$ cat src/rtl/mdc_r2_stage.sv
// Radix-2 DIF stage for a two-lane multipath delay commutator FFT; chain with DEPTH = N/2 ... 1.
// Optional build macro MDC_STAGE_SAT_EN: saturate instead of wrap when narrowing outputs to WIDTH.
module mdc_r2_stage #(
  parameter int WIDTH    = 9,
  parameter int DEPTH    = 16,
  parameter int TW_WIDTH = 9
) (
  input  logic                    clk,
  input  logic                    rst_n,
  input  logic                    clear,
  input  logic                    in_valid,
  input  logic                    scale,
  input  logic signed [WIDTH-1:0] in_up_re,
  input  logic signed [WIDTH-1:0] in_up_im,
  input  logic signed [WIDTH-1:0] in_lo_re,
  input  logic signed [WIDTH-1:0] in_lo_im,
  output logic                    out_valid,
  output logic signed [WIDTH-1:0] out_up_re,
  output logic signed [WIDTH-1:0] out_up_im,
  output logic signed [WIDTH-1:0] out_lo_re,
  output logic signed [WIDTH-1:0] out_lo_im
);

  localparam int  CW = $clog2(2 * DEPTH);
  localparam int  KW = (DEPTH > 1) ? $clog2(DEPTH) : 1;
  localparam int  PW = WIDTH + TW_WIDTH + 1;
  localparam int  SH = TW_WIDTH - 2;
  localparam real PI = 3.14159265358979323846;

  // Taylor series keeps the ROM build independent of tool support for $sin/$cos.
  function automatic real sin_t(input real x);
    real term;
    real sum;
    term = x;
    sum  = x;
    for (int n = 1; n < 12; n++) begin
      term = -term * x * x / ((2.0 * n) * (2.0 * n + 1.0));
      sum  = sum + term;
    end
    return sum;
  endfunction

  function automatic real cos_t(input real x);
    real term;
    real sum;
    term = 1.0;
    sum  = 1.0;
    for (int n = 1; n < 12; n++) begin
      term = -term * x * x / ((2.0 * n - 1.0) * (2.0 * n));
      sum  = sum + term;
    end
    return sum;
  endfunction

  function automatic logic signed [TW_WIDTH-1:0] tw_coef(input int k, input bit im);
    real a;
    real v;
    int  r;
    a = PI * real'(k) / real'(DEPTH);
    v = im ? -sin_t(a) : cos_t(a);
    v = v * real'(1 << SH);
    r = (v >= 0.0) ? $rtoi(v + 0.5) : -$rtoi(-v + 0.5);
    return TW_WIDTH'(r);
  endfunction

  function automatic logic signed [WIDTH-1:0] narrow(input logic signed [PW-1:0] v);
`ifdef MDC_STAGE_SAT_EN
    logic signed [PW-1:0] vmax;
    logic signed [PW-1:0] vmin;
    vmax = PW'((1 << (WIDTH - 1)) - 1);
    vmin = -PW'(1 << (WIDTH - 1));
    if (v > vmax) return vmax[WIDTH-1:0];
    if (v < vmin) return vmin[WIDTH-1:0];
    return v[WIDTH-1:0];
`else
    return v[WIDTH-1:0];
`endif
  endfunction

  logic signed [TW_WIDTH-1:0] w_re_rom [DEPTH];
  logic signed [TW_WIDTH-1:0] w_im_rom [DEPTH];

  for (genvar g = 0; g < DEPTH; g++) begin : g_rom
    localparam logic signed [TW_WIDTH-1:0] WR = tw_coef(g, 1'b0);
    localparam logic signed [TW_WIDTH-1:0] WI = tw_coef(g, 1'b1);
    assign w_re_rom[g] = WR;
    assign w_im_rom[g] = WI;
  end

  logic [CW-1:0] cnt_q, cnt_d, cnt_eff;
  logic          filled_q, filled_d, filled_eff;
  logic          sel;
  logic [KW-1:0] k;

  logic signed [WIDTH-1:0] dl_re_q [DEPTH];
  logic signed [WIDTH-1:0] dl_im_q [DEPTH];

  logic signed [WIDTH-1:0] com_up_re, com_up_im, com_lo_re, com_lo_im;
  logic signed [WIDTH-1:0] d_re, d_im;
  logic signed [WIDTH:0]   s_re, s_im, t_re, t_im;
  logic signed [PW-1:0]    p_re, p_im, lo_re_f, lo_im_f, up_re_f, up_im_f;

  logic                    out_valid_q;
  logic signed [WIDTH-1:0] out_up_re_q, out_up_im_q, out_lo_re_q, out_lo_im_q;
  logic signed [WIDTH-1:0] out_up_re_d, out_up_im_d, out_lo_re_d, out_lo_im_d;

  // A clear on the same cycle as a sample makes that sample cnt=0 of the new frame.
  always_comb begin
    cnt_eff    = clear ? '0 : cnt_q;
    filled_eff = clear ? 1'b0 : filled_q;
    sel        = cnt_eff[CW-1];
    k          = KW'(cnt_eff & CW'(DEPTH - 1));
    cnt_d      = cnt_eff;
    filled_d   = filled_eff;
    if (in_valid) begin
      cnt_d    = cnt_eff + CW'(1);
      filled_d = filled_eff | (cnt_eff == CW'(DEPTH - 1));
    end
  end

  always_comb begin
    com_up_re = sel ? in_lo_re : in_up_re;
    com_up_im = sel ? in_lo_im : in_up_im;
    com_lo_re = sel ? in_up_re : in_lo_re;
    com_lo_im = sel ? in_up_im : in_lo_im;
    d_re      = dl_re_q[DEPTH-1];
    d_im      = dl_im_q[DEPTH-1];
    s_re      = (WIDTH+1)'(d_re) + (WIDTH+1)'(com_lo_re);
    s_im      = (WIDTH+1)'(d_im) + (WIDTH+1)'(com_lo_im);
    t_re      = (WIDTH+1)'(d_re) - (WIDTH+1)'(com_lo_re);
    t_im      = (WIDTH+1)'(d_im) - (WIDTH+1)'(com_lo_im);
    p_re      = PW'(t_re) * PW'(w_re_rom[k]) - PW'(t_im) * PW'(w_im_rom[k]);
    p_im      = PW'(t_re) * PW'(w_im_rom[k]) + PW'(t_im) * PW'(w_re_rom[k]);
    lo_re_f   = p_re >>> SH;
    lo_im_f   = p_im >>> SH;
    up_re_f   = PW'(s_re);
    up_im_f   = PW'(s_im);
    if (scale) begin
      lo_re_f = lo_re_f >>> 1;
      lo_im_f = lo_im_f >>> 1;
      up_re_f = up_re_f >>> 1;
      up_im_f = up_im_f >>> 1;
    end
    out_up_re_d = narrow(up_re_f);
    out_up_im_d = narrow(up_im_f);
    out_lo_re_d = narrow(lo_re_f);
    out_lo_im_d = narrow(lo_im_f);
  end

  // Streaming contract: in_valid marks a consumed sample (no backpressure); out_valid
  // marks a fresh output pair one clock later; data outputs hold while out_valid is low.
  always_ff @(posedge clk or negedge rst_n) begin
    if (!rst_n) begin
      cnt_q       <= '0;
      filled_q    <= 1'b0;
      out_valid_q <= 1'b0;
      out_up_re_q <= '0;
      out_up_im_q <= '0;
      out_lo_re_q <= '0;
      out_lo_im_q <= '0;
      for (int i = 0; i < DEPTH; i++) begin
        dl_re_q[i] <= '0;
        dl_im_q[i] <= '0;
      end
    end else begin
      cnt_q       <= cnt_d;
      filled_q    <= filled_d;
      out_valid_q <= in_valid && filled_eff;
      if (in_valid) begin
        for (int i = DEPTH - 1; i > 0; i--) begin
          dl_re_q[i] <= dl_re_q[i-1];
          dl_im_q[i] <= dl_im_q[i-1];
        end
        dl_re_q[0] <= com_up_re;
        dl_im_q[0] <= com_up_im;
      end
      if (in_valid && filled_eff) begin
        out_up_re_q <= out_up_re_d;
        out_up_im_q <= out_up_im_d;
        out_lo_re_q <= out_lo_re_d;
        out_lo_im_q <= out_lo_im_d;
      end
    end
  end

  assign out_valid = out_valid_q;
  assign out_up_re = out_up_re_q;
  assign out_up_im = out_up_im_q;
  assign out_lo_re = out_lo_re_q;
  assign out_lo_im = out_lo_im_q;

endmodule
$ cat config.mk
export PLATFORM = sky130hd
export DESIGN_NAME = mdc_r2_stage
export DESIGN_NICKNAME = d
export VERILOG_FILES = /design/src/rtl/mdc_r2_stage.sv
export SDC_FILE = /design/constraint.sdc
export NUM_CORES = 1
export LEC_CHECK = 0
export CORE_MARGIN = 4
export CORE_UTILIZATION = 64
export DETAILED_ROUTE_END_ITERATION = 7
export MAX_ROUTING_LAYER = met4
export PLACE_DENSITY = 0.82
export SETUP_SLACK_MARGIN = 0.5
export SLEW_MARGIN = 25
export SYNTH_ARGS = -nofsm -noshare
export SYNTH_HDL_FRONTEND = slang
export SYNTH_SLANG_ARGS = --single-unit
$ cat constraint.sdc
create_clock -name clk -period 11.49 [get_ports clk]
set_input_delay 1.7235 -clock clk [delete_from_list [all_inputs] [get_ports clk]]
set_output_delay 1.7235 -clock clk [all_outputs]
set_load 0.1 [all_outputs]
# Word level (Yosys, flattened, before mapping)

Memories as Yosys holds them, arrays and structs flattened.
Cells that the tools add are included.

Memories kept: 2
Register bits: 331
Input port bits: 41
Logic and storage cells: 73
Output and inout bits: 37
ROM bits: 288

Memory list:

| memory          | words | width | rd ports | clocked after Yosys merged registers in | wr ports | RTL line | text |
|---|---|---|---|---|---|---|---|
| (no name shown) | 16    | 9     | 1        | 0                                       | 0        | 133      | `p_im = PW'(t_re) * PW'(w_im_rom[k]) + PW'(t_im) * PW'(w_re_rom[k]);` |
| (no name shown) | 16    | 9     | 1        | 0                                       | 0        | 133      |  |

Reduce and logical (&&, ||, !) cells: 1
Eq/ne operators: 1
Muxes and demuxes: 16
Order comparisons: 1
Bitwise gates (word level): 2
Add/sub/neg operators: 7
$mul: 4

Operator list:

| cell                                                      | count |
|---|---|
| 2-to-1 mux 9 bit                                          | 12 |
| multiplier 10 x 9 -> 17 bit                               | 4 |
| adder 9 x 9 -> 10 bit                                     | 2 |
| subtractor 9 x 9 -> 10 bit                                | 2 |
| adder 17 bit                                              | 1 |
| subtractor 17 bit                                         | 1 |
| 2-to-1 mux 5 bit                                          | 2 |
| adder 5 x 1 -> 5 bit (second input constant)              | 1 |
| equality test 5 x 4 -> 1 bit (second input constant)      | 1 |
| greater-or-equal comparator 5 bit (second input constant) | 1 |
| inverter 4 -> 5 bit                                       | 1 |
| 2-to-1 mux 1 bit                                          | 2 |
| logical AND 1 bit                                         | 1 |
| bitwise OR 1 bit                                          | 1 |

# Depth between registers and ports, before layout

Gate-level depths: netlist of run 1.

Depth in word-level cells: 8
Depth in mapped cells: 38

# Worst setup path before layout of run 1

Ideal clock, no wire load.

Kind: input port to flip-flop
From: in clear
To: reg out_lo_re_q[8] (netlist: out_lo_re[8])
Library setup time: 0.078 ns
Setup slack: 0.962 ns
Buffers on the path: 3
Stages on the path: 33
Required time: 11.412 ns
Data arrival time: 10.450 ns
Path through: clkbuf_1 > nand2b_1 > clkbuf_1 > mux2_2 > ha_1 > fa_1 > o21ba_2 > o21ai_0 > a21oi_1 > xnor2_1 > clkbuf_1 > nor2_1 > fa_1 > inv_1 > fa_1 > fa_1 > inv_1 > fa_1 > fa_1 > fa_1 > fa_1 > ha_1 > or4_1 > a21oi_1 > a21bo_1 > a21o_1 > o31a_1 > a311oi_2 > xnor2_1 > xnor2_1 > xnor2_1 > a21oi_1 > a21oi_1

Longest elaborated chain between the ends: 8
Elaborated cells between the ends (all ways): 18

Ends and longest elaborated chain:

| what                                      | RTL line | text |
|---|---|---|
| from (decl)                               | 10       | `input logic clear,` |
| 2-to-1 mux 5 bit                          | 109      | `cnt_eff = clear ? '0 : cnt_q;` |
| inverter 4 -> 5 bit (implied by the code) | 132      | `p_re = PW'(t_re) * PW'(w_re_rom[k]) - PW'(t_im) * PW'(w_im_rom[k]);` |
| memory (16 x 9 bit)                       | -        |  |
| 2-to-1 mux 9 bit (2 in series)            | -        |  |
| multiplier 10 x 9 -> 17 bit               | 132      |  |
| subtractor 17 bit                         | 132      |  |
| 2-to-1 mux 9 bit                          | 138      | `if (scale) begin` |
| to (signal assigned)                      | 180      | `out_lo_re_q <= out_lo_re_d;` |
| to (decl)                                 | 104      | `logic signed [WIDTH-1:0] out_up_re_q, out_up_im_q, out_lo_re_q, out_lo_im_q;` |

Parallel ways exist; a longest one is shown, timed or not. The select of a mux whose other input is x is not followed.
A chain may end at the register's enable or synchronous reset.

# Worst setup path in the final report of run 1

From: in clear
To: reg out_lo_im_q[8] (netlist: out_lo_im[8])

Longest elaborated chain between the ends: 8
Elaborated cells between the ends (all ways): 18

Ends and longest elaborated chain:

| what                                                 | RTL line | text |
|---|---|---|
| 2-to-1 mux 5 bit                                     | 109      |  |
| inverter 4 -> 5 bit (implied by the code)            | 133      |  |
| memory (16 x 9 bit)                                  | -        |  |
| 2-to-1 mux 9 bit (implied by the code) (2 in series) | 133      |  |
| multiplier 10 x 9 -> 17 bit                          | 133      |  |
| adder 17 bit                                         | 133      |  |
| 2-to-1 mux 9 bit                                     | 138      |  |
| to (signal assigned)                                 | 181      | `out_lo_im_q <= out_lo_im_d;` |
| to (decl)                                            | 104      |  |

Parallel ways exist; a longest one is shown, timed or not. The select of a mux whose other input is x is not followed.

==> results of run 1 <==
-- flip-flops by register name (all words and copies together), names as in the netlist --
name and count:
cnt_q 5, d_im 9, d_re 9, dl_im_q 135, dl_re_q 135, filled_q 1, out_lo_im 9, out_lo_re 9
out_up_im 9, out_up_re 9, out_valid 1
-- placed cells by master, fill, tap and decap left out, drive strengths merged, types with 9 or more instances in the layout --
cell and count:
nand2b 38, o21a 11, xor2 23, nor2b 16, mux2 288, and2 9
mux2i 28, nor2 283, dfrtp 331, nor3 12, clkdlybuf4s50 74, a21oi 78
nand2 194, clkinv 13, o22ai 10, xnor2 76, buf 75, clkbuf 48
fa 325, inv 378, ha 186, or2 13, a21o 14, o21ai 50
a31oi 11
-- critical path: cells and delay by family --
family	cells	cell delay, ns
multiplexers	1	0.39
XOR/XNOR	3	0.66
adder cells (fa/ha/maj)	9	4.07
buffers and inverters	6	1.48
AO/OA/AOI/OAI	11	2.34
AND/OR/NAND/NOR	2	0.41
-- metrics by stage --
stage	area (µm²)	worst slack (ns)
floorplan	27300	0.962
CTS	30100	0.688
finish	30100	0.842
global placement	28900	0.251
detailed placement	28900	0.148
global route	30100	0.491
-- cell type report --
class	instances	area share [%]
antenna	1	0.00830
tap	539	2.24
clock inverter	15	0.581
clock buffer	48	3.30
sequential	331	27.5
multi-input combinational	1748	57.2
timing repair buffer	149	4.49
inverter	377	4.70
-- cell usage after synthesis (5+ instances only) --
cell	instances	share of area (%)
sky130_fd_sc_hd__nor2b_1	16	0.37
sky130_fd_sc_hd__nor2_1	282	3.9
sky130_fd_sc_hd__buf_2	9	0.16
sky130_fd_sc_hd__nor4_1	5	0.11
sky130_fd_sc_hd__clkbuf_1	101	1.4
sky130_fd_sc_hd__o21ai_0	47	0.86
sky130_fd_sc_hd__a21oi_1	78	1.4
sky130_fd_sc_hd__a31oi_1	11	0.25
sky130_fd_sc_hd__o21bai_1	5	0.14
sky130_fd_sc_hd__mux2_2	288	12
sky130_fd_sc_hd__inv_1	375	5.1
sky130_fd_sc_hd__o21a_1	11	0.30
sky130_fd_sc_hd__xnor2_1	76	2.4
sky130_fd_sc_hd__and2_1	9	0.21
sky130_fd_sc_hd__or3_1	7	0.16
sky130_fd_sc_hd__o31ai_1	5	0.14
sky130_fd_sc_hd__or2_2	13	0.30
sky130_fd_sc_hd__a211oi_1	6	0.16
sky130_fd_sc_hd__fa_1	325	24
sky130_fd_sc_hd__ha_1	186	8.5
sky130_fd_sc_hd__o22ai_1	9	0.21
sky130_fd_sc_hd__nand2_1	194	2.7
sky130_fd_sc_hd__dfrtp_1	331	30
sky130_fd_sc_hd__nand2b_1	38	0.87
sky130_fd_sc_hd__mux2i_1	27	0.99
sky130_fd_sc_hd__nor3_1	12	0.22
sky130_fd_sc_hd__a21o_1	14	0.38
sky130_fd_sc_hd__xor2_1	23	0.74
sky130_fd_sc_hd__buf_1	6	0.082
sky130_fd_sc_hd__nand3_1	5	0.091
-- routing by layer --
layer,up-vias,track usage (%),wire length (µm)
li1,8306,-,-
met1,9321,40.4,26700
met2,704,51.1,33400
met3,214,5.08,5010
met4,0,14.4,3920
met5,-,-,0
-- cell families after synthesis --
logic type,synth area share (%)
AO/OA/AOI/OAI,5.18
XOR/XNOR,3.17
adder cells (fa/ha/maj),32.3
buffers and inverters,6.87
flip-flops,30.3
multiplexers,12.9
AND/OR/NAND/NOR,9.29
-- final timing paths --
kind / startpoint / endpoint / cells after the start
max: clear / out_lo_im[8]$_DFFE_PN0P_ / 32
min reg2reg: out_lo_im[5]$_DFFE_PN0P_ / out_lo_im[5]$_DFFE_PN0P_ / 1
max in group asynchronous: rst_n / dl_im_q[92]$_DFFE_PN0P_ / 3
max reg2reg: cnt_q[4]$_DFF_PN0_ / out_lo_im[8]$_DFFE_PN0P_ / 31
min in group asynchronous: rst_n / dl_re_q[87]$_DFFE_PN0P_ / 1
min: out_lo_im[5]$_DFFE_PN0P_ / out_lo_im[5]$_DFFE_PN0P_ / 1
-- repair_timing --
| item | CTS | global route |
|---|---|---|
| buffers inserted | 0 | 1 |
| setup endpoints to repair | 0 | 8 |
| resized for setup | 0 | 5 |
==> impl_summary.log, run 1 <==
INFO  metric report.final.setup_viol = 0
INFO  metric tritoncts_num_sinks = between 300 and 400
INFO  metric timing.critical_path.arrival = roughly 11 ns
INFO  metric unrepaired_setup_endpoints_after_global_routing = false
INFO  metric detailedRoute.firstIterationViolations = approximately 1600
INFO  metric via_per_inst = around 5.8
INFO  metric synth_edf_count = 0
INFO  metric seq_area_frac_synth = between 30% and 40%
INFO  metric wirelength = between 60000 and 70000 µm
INFO  metric placedCellCount = 3142
INFO  metric clk_latency = between 0.5 and 0.6 ns
INFO  metric syn_avg_cell_area = roughly 11 µm²
INFO  metric cp_common_cell = sky130_fd_sc_hd__fa_1
INFO  metric hold-worst-slack = between 0.4 and 0.5 ns
INFO  metric htreeDepth = 2
INFO  metric floorplan.die.width = ~210 µm
INFO  metric crit_path_end_kind = flop
INFO  metric slowest_stage = sky130_fd_sc_hd__clkdlybuf4s50_1
INFO  metric wire_per_inst = between 20 and 25 µm
INFO  metric timing_max_transition_violations_final = 0
INFO  metric max-cap-violations = 0
INFO  metric die_height = around 210 µm
INFO  metric cts_tree = built
INFO  metric critPathMaxFanout = 16
INFO  metric fraction_of_registers_with_async_set_reset = 100%
INFO  metric first_global_vias = 20100
INFO  metric core.rowCount = between 70 and 80
INFO  metric nets = around 3200
INFO  metric initial_utilization = between 60% and 70%
INFO  metric critical-path-max-stage-delay = 0.63 ns
INFO  metric slew_headroom = 28.3%
INFO  metric detail_route.drc_violations = 0
INFO  metric ctsHoldBuffers = 0
INFO  metric final-seq-area = around 8300 µm²
INFO  metric grt.overflow.total = 0
INFO  metric r2r_slack = about 2.3 ns
INFO  metric yosys_most_used_dff = sky130_fd_sc_hd__dfrtp_1
INFO  metric clkSlewWorstSetupHoldPaths = around 0.060 ns
INFO  metric worstPathRequired = 11.90 ns
INFO  metric die_area = about 46000 µm²
INFO  metric post-route-min-period = about 11 ns
INFO  metric area_growth_syn_to_layout = 10.2%
INFO  metric ctsRootBufferMaster = sky130_fd_sc_hd__clkbuf_16
INFO  metric drt.antenna.violating_nets = 0
INFO  metric largest_net_degree_at_the_start_of_global_routing = 220
INFO  metric grt_pass1_wl = 111000 µm
INFO  metric cts_inserted_buffers = 35
INFO  metric num-fill-cells = a little under 3000
INFO  metric status = completed
INFO  metric dp.final_hpwl = 51800 µm
INFO  metric cp-start-kind = primary input
INFO  metric synthesis.yosys.warnings = 0
INFO  metric port-buffer-count = 77
INFO  metric mappedNetlistNets = 3127
INFO  metric number_of_antenna_violations_at_the_first_check_in_global_routing = 1
INFO  metric fin_tns_setup = 0 ns
INFO  metric gate_count_of_the_mapped_netlist = between 2000 and 3000
INFO  metric worst_clock_skew = 0.0151 ns
INFO  metric hold_crit_path_type = flop to flop
INFO  metric hold_viol_final = 0
INFO  metric final_min_period_over_clock_period = slightly above 90%
INFO  metric clock_tree.buffer_depth = 3
INFO  metric core_region_area = around 42000 µm²
INFO  metric worst_setup_path_type = primary input to flop
INFO  metric drive_gt1_share = between 15 and 20%
INFO  metric finalNonFillerCells = 3208
INFO  metric yosys_register_bits = approximately 330
INFO  metric postLayoutCoreUtil = a little under three quarters
INFO  metric ys_types = 68
INFO  metric io_pins = 78
INFO  metric multi_input_area = about 17000 µm²
INFO  metric via_count = approximately 19000
INFO  metric dr.pass1.iters = 6
INFO  metric worst_pin_slew = between 1 and 1.5 ns
INFO  metric timing.fmax = about 94 MHz
INFO  metric grt_use_total = between 30% and 40%
INFO  metric gp_congestion = slightly below 1
INFO  metric syn_area = approximately 27000 µm²
Power of run 1 is left out: the tool's default activity adds up to more than one toggle a clock period on the data nets, which glitch-free logic cannot reach.
==> run 2: changes to the inputs <==
- ABC_CLOCK_PERIOD_IN_PS: not set -> 11490
==> results of run 2 <==
The final DEF is identical to that of run 1; final timing and power are the same.
Power of run 2 is left out for the same reason.
==> run 3: changes to the inputs <==
- PLACE_DENSITY: 0.82 -> not set
- PLACE_DENSITY_LB_ADDON: not set -> 0.1
==> impl_summary.log, run 3 (synthesis results as in run 1) <==
INFO  metric status = completed
INFO  metric die_height = around 210 µm
INFO  metric timing.hold.worst_path_depth = 2
INFO  metric top_regs = dl_im_q (135), dl_re_q (135)
INFO  metric clkSlewWorstSetupHoldPaths = ~0.06 ns
INFO  metric critical-path-max-stage-delay = about 0.6 ns
INFO  metric core.rowCount = between 70 and 80
INFO  metric wire_per_inst = ~20 µm
INFO  metric cp-start-kind = primary input
INFO  metric hold_viol_final = 0
INFO  metric r2r_cells = 32
INFO  metric report.final.setup_viol = 0
INFO  metric dp.final_hpwl = ~50000 µm
INFO  metric slew_headroom = between 20% and 30%
INFO  metric slowest_stage = sky130_fd_sc_hd__fa_1
INFO  metric worst_pin_slew = 1.06 ns
INFO  metric floorplan.die.width = around 210 µm
INFO  metric layout_commonest_cell = sky130_fd_sc_hd__inv_1
INFO  metric ctsHoldBuffers = 0
INFO  metric timing.fmax = ~95 MHz
INFO  metric fin_tns_setup = 0 ns
INFO  metric largest_net_degree_at_the_start_of_global_routing = around 180
INFO  metric htreeDepth = 2
INFO  metric core_region_area = roughly 42000 µm²
INFO  metric worst_clock_skew = 0.0254 ns
INFO  metric timing.critical_path.arrival = 11.00 ns
INFO  metric clock_tree.buffer_depth = 3
INFO  metric first_global_vias = 20200
INFO  metric grt.overflow.total = 0
INFO  metric unrepaired_setup_endpoints_after_global_routing = false
INFO  metric gp_congestion = about 0.94
INFO  metric worstPathRequired = roughly 12 ns
INFO  metric max-cap-violations = 0
INFO  metric via_per_inst = ~5.7
INFO  metric timing_max_transition_violations_final = 0
INFO  metric port-buffer-count = a little under 80
INFO  metric detail_route.drc_violations = 0
INFO  metric drive_gt1_share = approximately 16%
INFO  metric detailedRoute.firstIterationViolations = between 1000 and 1500
INFO  metric number_of_antenna_violations_at_the_first_check_in_global_routing = 0
INFO  metric m1WireLength = approximately 25000 µm
INFO  metric initial_utilization = between 60% and 70%
INFO  metric critPathLaunch = clear
INFO  metric dr.pass1.iters = 5
INFO  metric crit_path_end_kind = flop
INFO  metric met2_wirelength = around 34000 µm
INFO  metric worst_hold_startpoint = out_lo_im[7]$_DFFE_PN0P_
INFO  metric area_growth_syn_to_layout = 9.69%
INFO  metric drt.antenna.violating_nets = 0
INFO  metric cts_inserted_buffers = 36
INFO  metric clk_latency = between 0.5 and 0.6 ns
INFO  metric nets = 3181
INFO  metric grt_use_total = 30.3%
INFO  metric most_frequent_cells_in_the_layout = sky130_fd_sc_hd__inv_1, sky130_fd_sc_hd__dfrtp_1, sky130_fd_sc_hd__fa_1
INFO  metric grt_pass1_wl = roughly 110000 µm
INFO  metric cts_tree = built
INFO  metric post-route-min-period = about 11 ns
INFO  metric tritoncts_num_sinks = 331
INFO  metric hold_crit_path_type = flop to flop
INFO  metric worst_setup_path_type = primary input to flop
INFO  metric ctsRootBufferMaster = sky130_fd_sc_hd__clkbuf_16
INFO  metric num-fill-cells = between 3000 and 4000
INFO  metric antenna-diode-count = 0
INFO  metric max_used_layer = met4
INFO  metric crit-reg2reg-launch = cnt_q[4]$_DFF_PN0_
INFO  metric met3RoutedLength = around 3400 µm
INFO  metric via_count = 18300
INFO  metric wirelength = roughly 66000 µm
INFO  metric final_min_period_over_clock_period = between 90% and 100%
INFO  metric cp_common_cell = sky130_fd_sc_hd__fa_1
INFO  metric die_area = ~46000 µm²
INFO  metric critPathMaxFanout = 18
INFO  metric io_pins = between 70 and 80
-- run 3: cell count changes in the layout (fill, tap and decap cells not counted), sizes merged --
cell	change
buf	-14
clkinv	-5
clkbuf	+2
clkinvlp	+1
diode	-1
inv	+1
-- run 3: worst max-delay path, delay by kind of cell --
family                     cells  cell delay [ns]
buffers and inverters          5             1.13
adders and majority gates     10             4.46
muxes                          1             0.38
and+or+nand+nor                3             0.74
xor gates and xnor gates       4             0.65
AOI/OAI and AO/OA             10             1.90
-- run 3: per-layer routing --
layer	vias up	track usage (%)
li1	8287	-
met5	-	-
met4	0	13.3
met3	199	4.41
met2	553	51.7
met1	9245	36.2
-- run 3: per-stage QoR --
step / hold WS [ns] / instances / util, % / instance area (µm²) / setup WS [ns]
global route: 0.505 / 3192 / 71.2 / 30000 / 0.534
global placement: 0.462 / 3127 / 68.3 / 28800 / 0.371
floorplan: 0.449 / 2575 / - / 27300 / 0.962
detailed placement: 0.471 / 3127 / 68.3 / 28800 / 0.185
finish: 0.482 / 3192 / 71.2 / 30000 / 0.938
CTS: 0.486 / 3189 / 71.0 / 29900 / 0.716
-- run 3: cell type report --
cell class / instances / area [µm²] / share of cell area, %
well taps: 539 / 674 / 2.25
clock inverters: 12 / 116 / 0.388
multi-input cells: 1748 / 17200 / 57.4
flip-flops and latches: 331 / 8280 / 27.6
repair buffers: 135 / 1260 / 4.20
clock buffers: 50 / 1020 / 3.41
inverters: 377 / 1420 / 4.72
-- run 3: final timing paths --
| check | to | slack, ns |
|---|---|---|
| min reg2reg | out_lo_im[7]$_DFFE_PN0P_ | 0.48 |
| max reg2reg | out_lo_re[8]$_DFFE_PN0P_ | 2.41 |
| max in group asynchronous | dl_im_q[32]$_DFFE_PN0P_ | 8.11 |
| min in group asynchronous | dl_re_q[106]$_DFFE_PN0P_ | 1.19 |
| min | out_lo_im[7]$_DFFE_PN0P_ | 0.48 |
| max | out_lo_re[8]$_DFFE_PN0P_ | 0.94 |
-- run 3: repair_timing --
action / CTS / global route
setup endpoints to repair: 0 / 6
resized for setup: 0 / 9
setup buffers: 0 / 2
Power of run 3 is left out for the same reason.
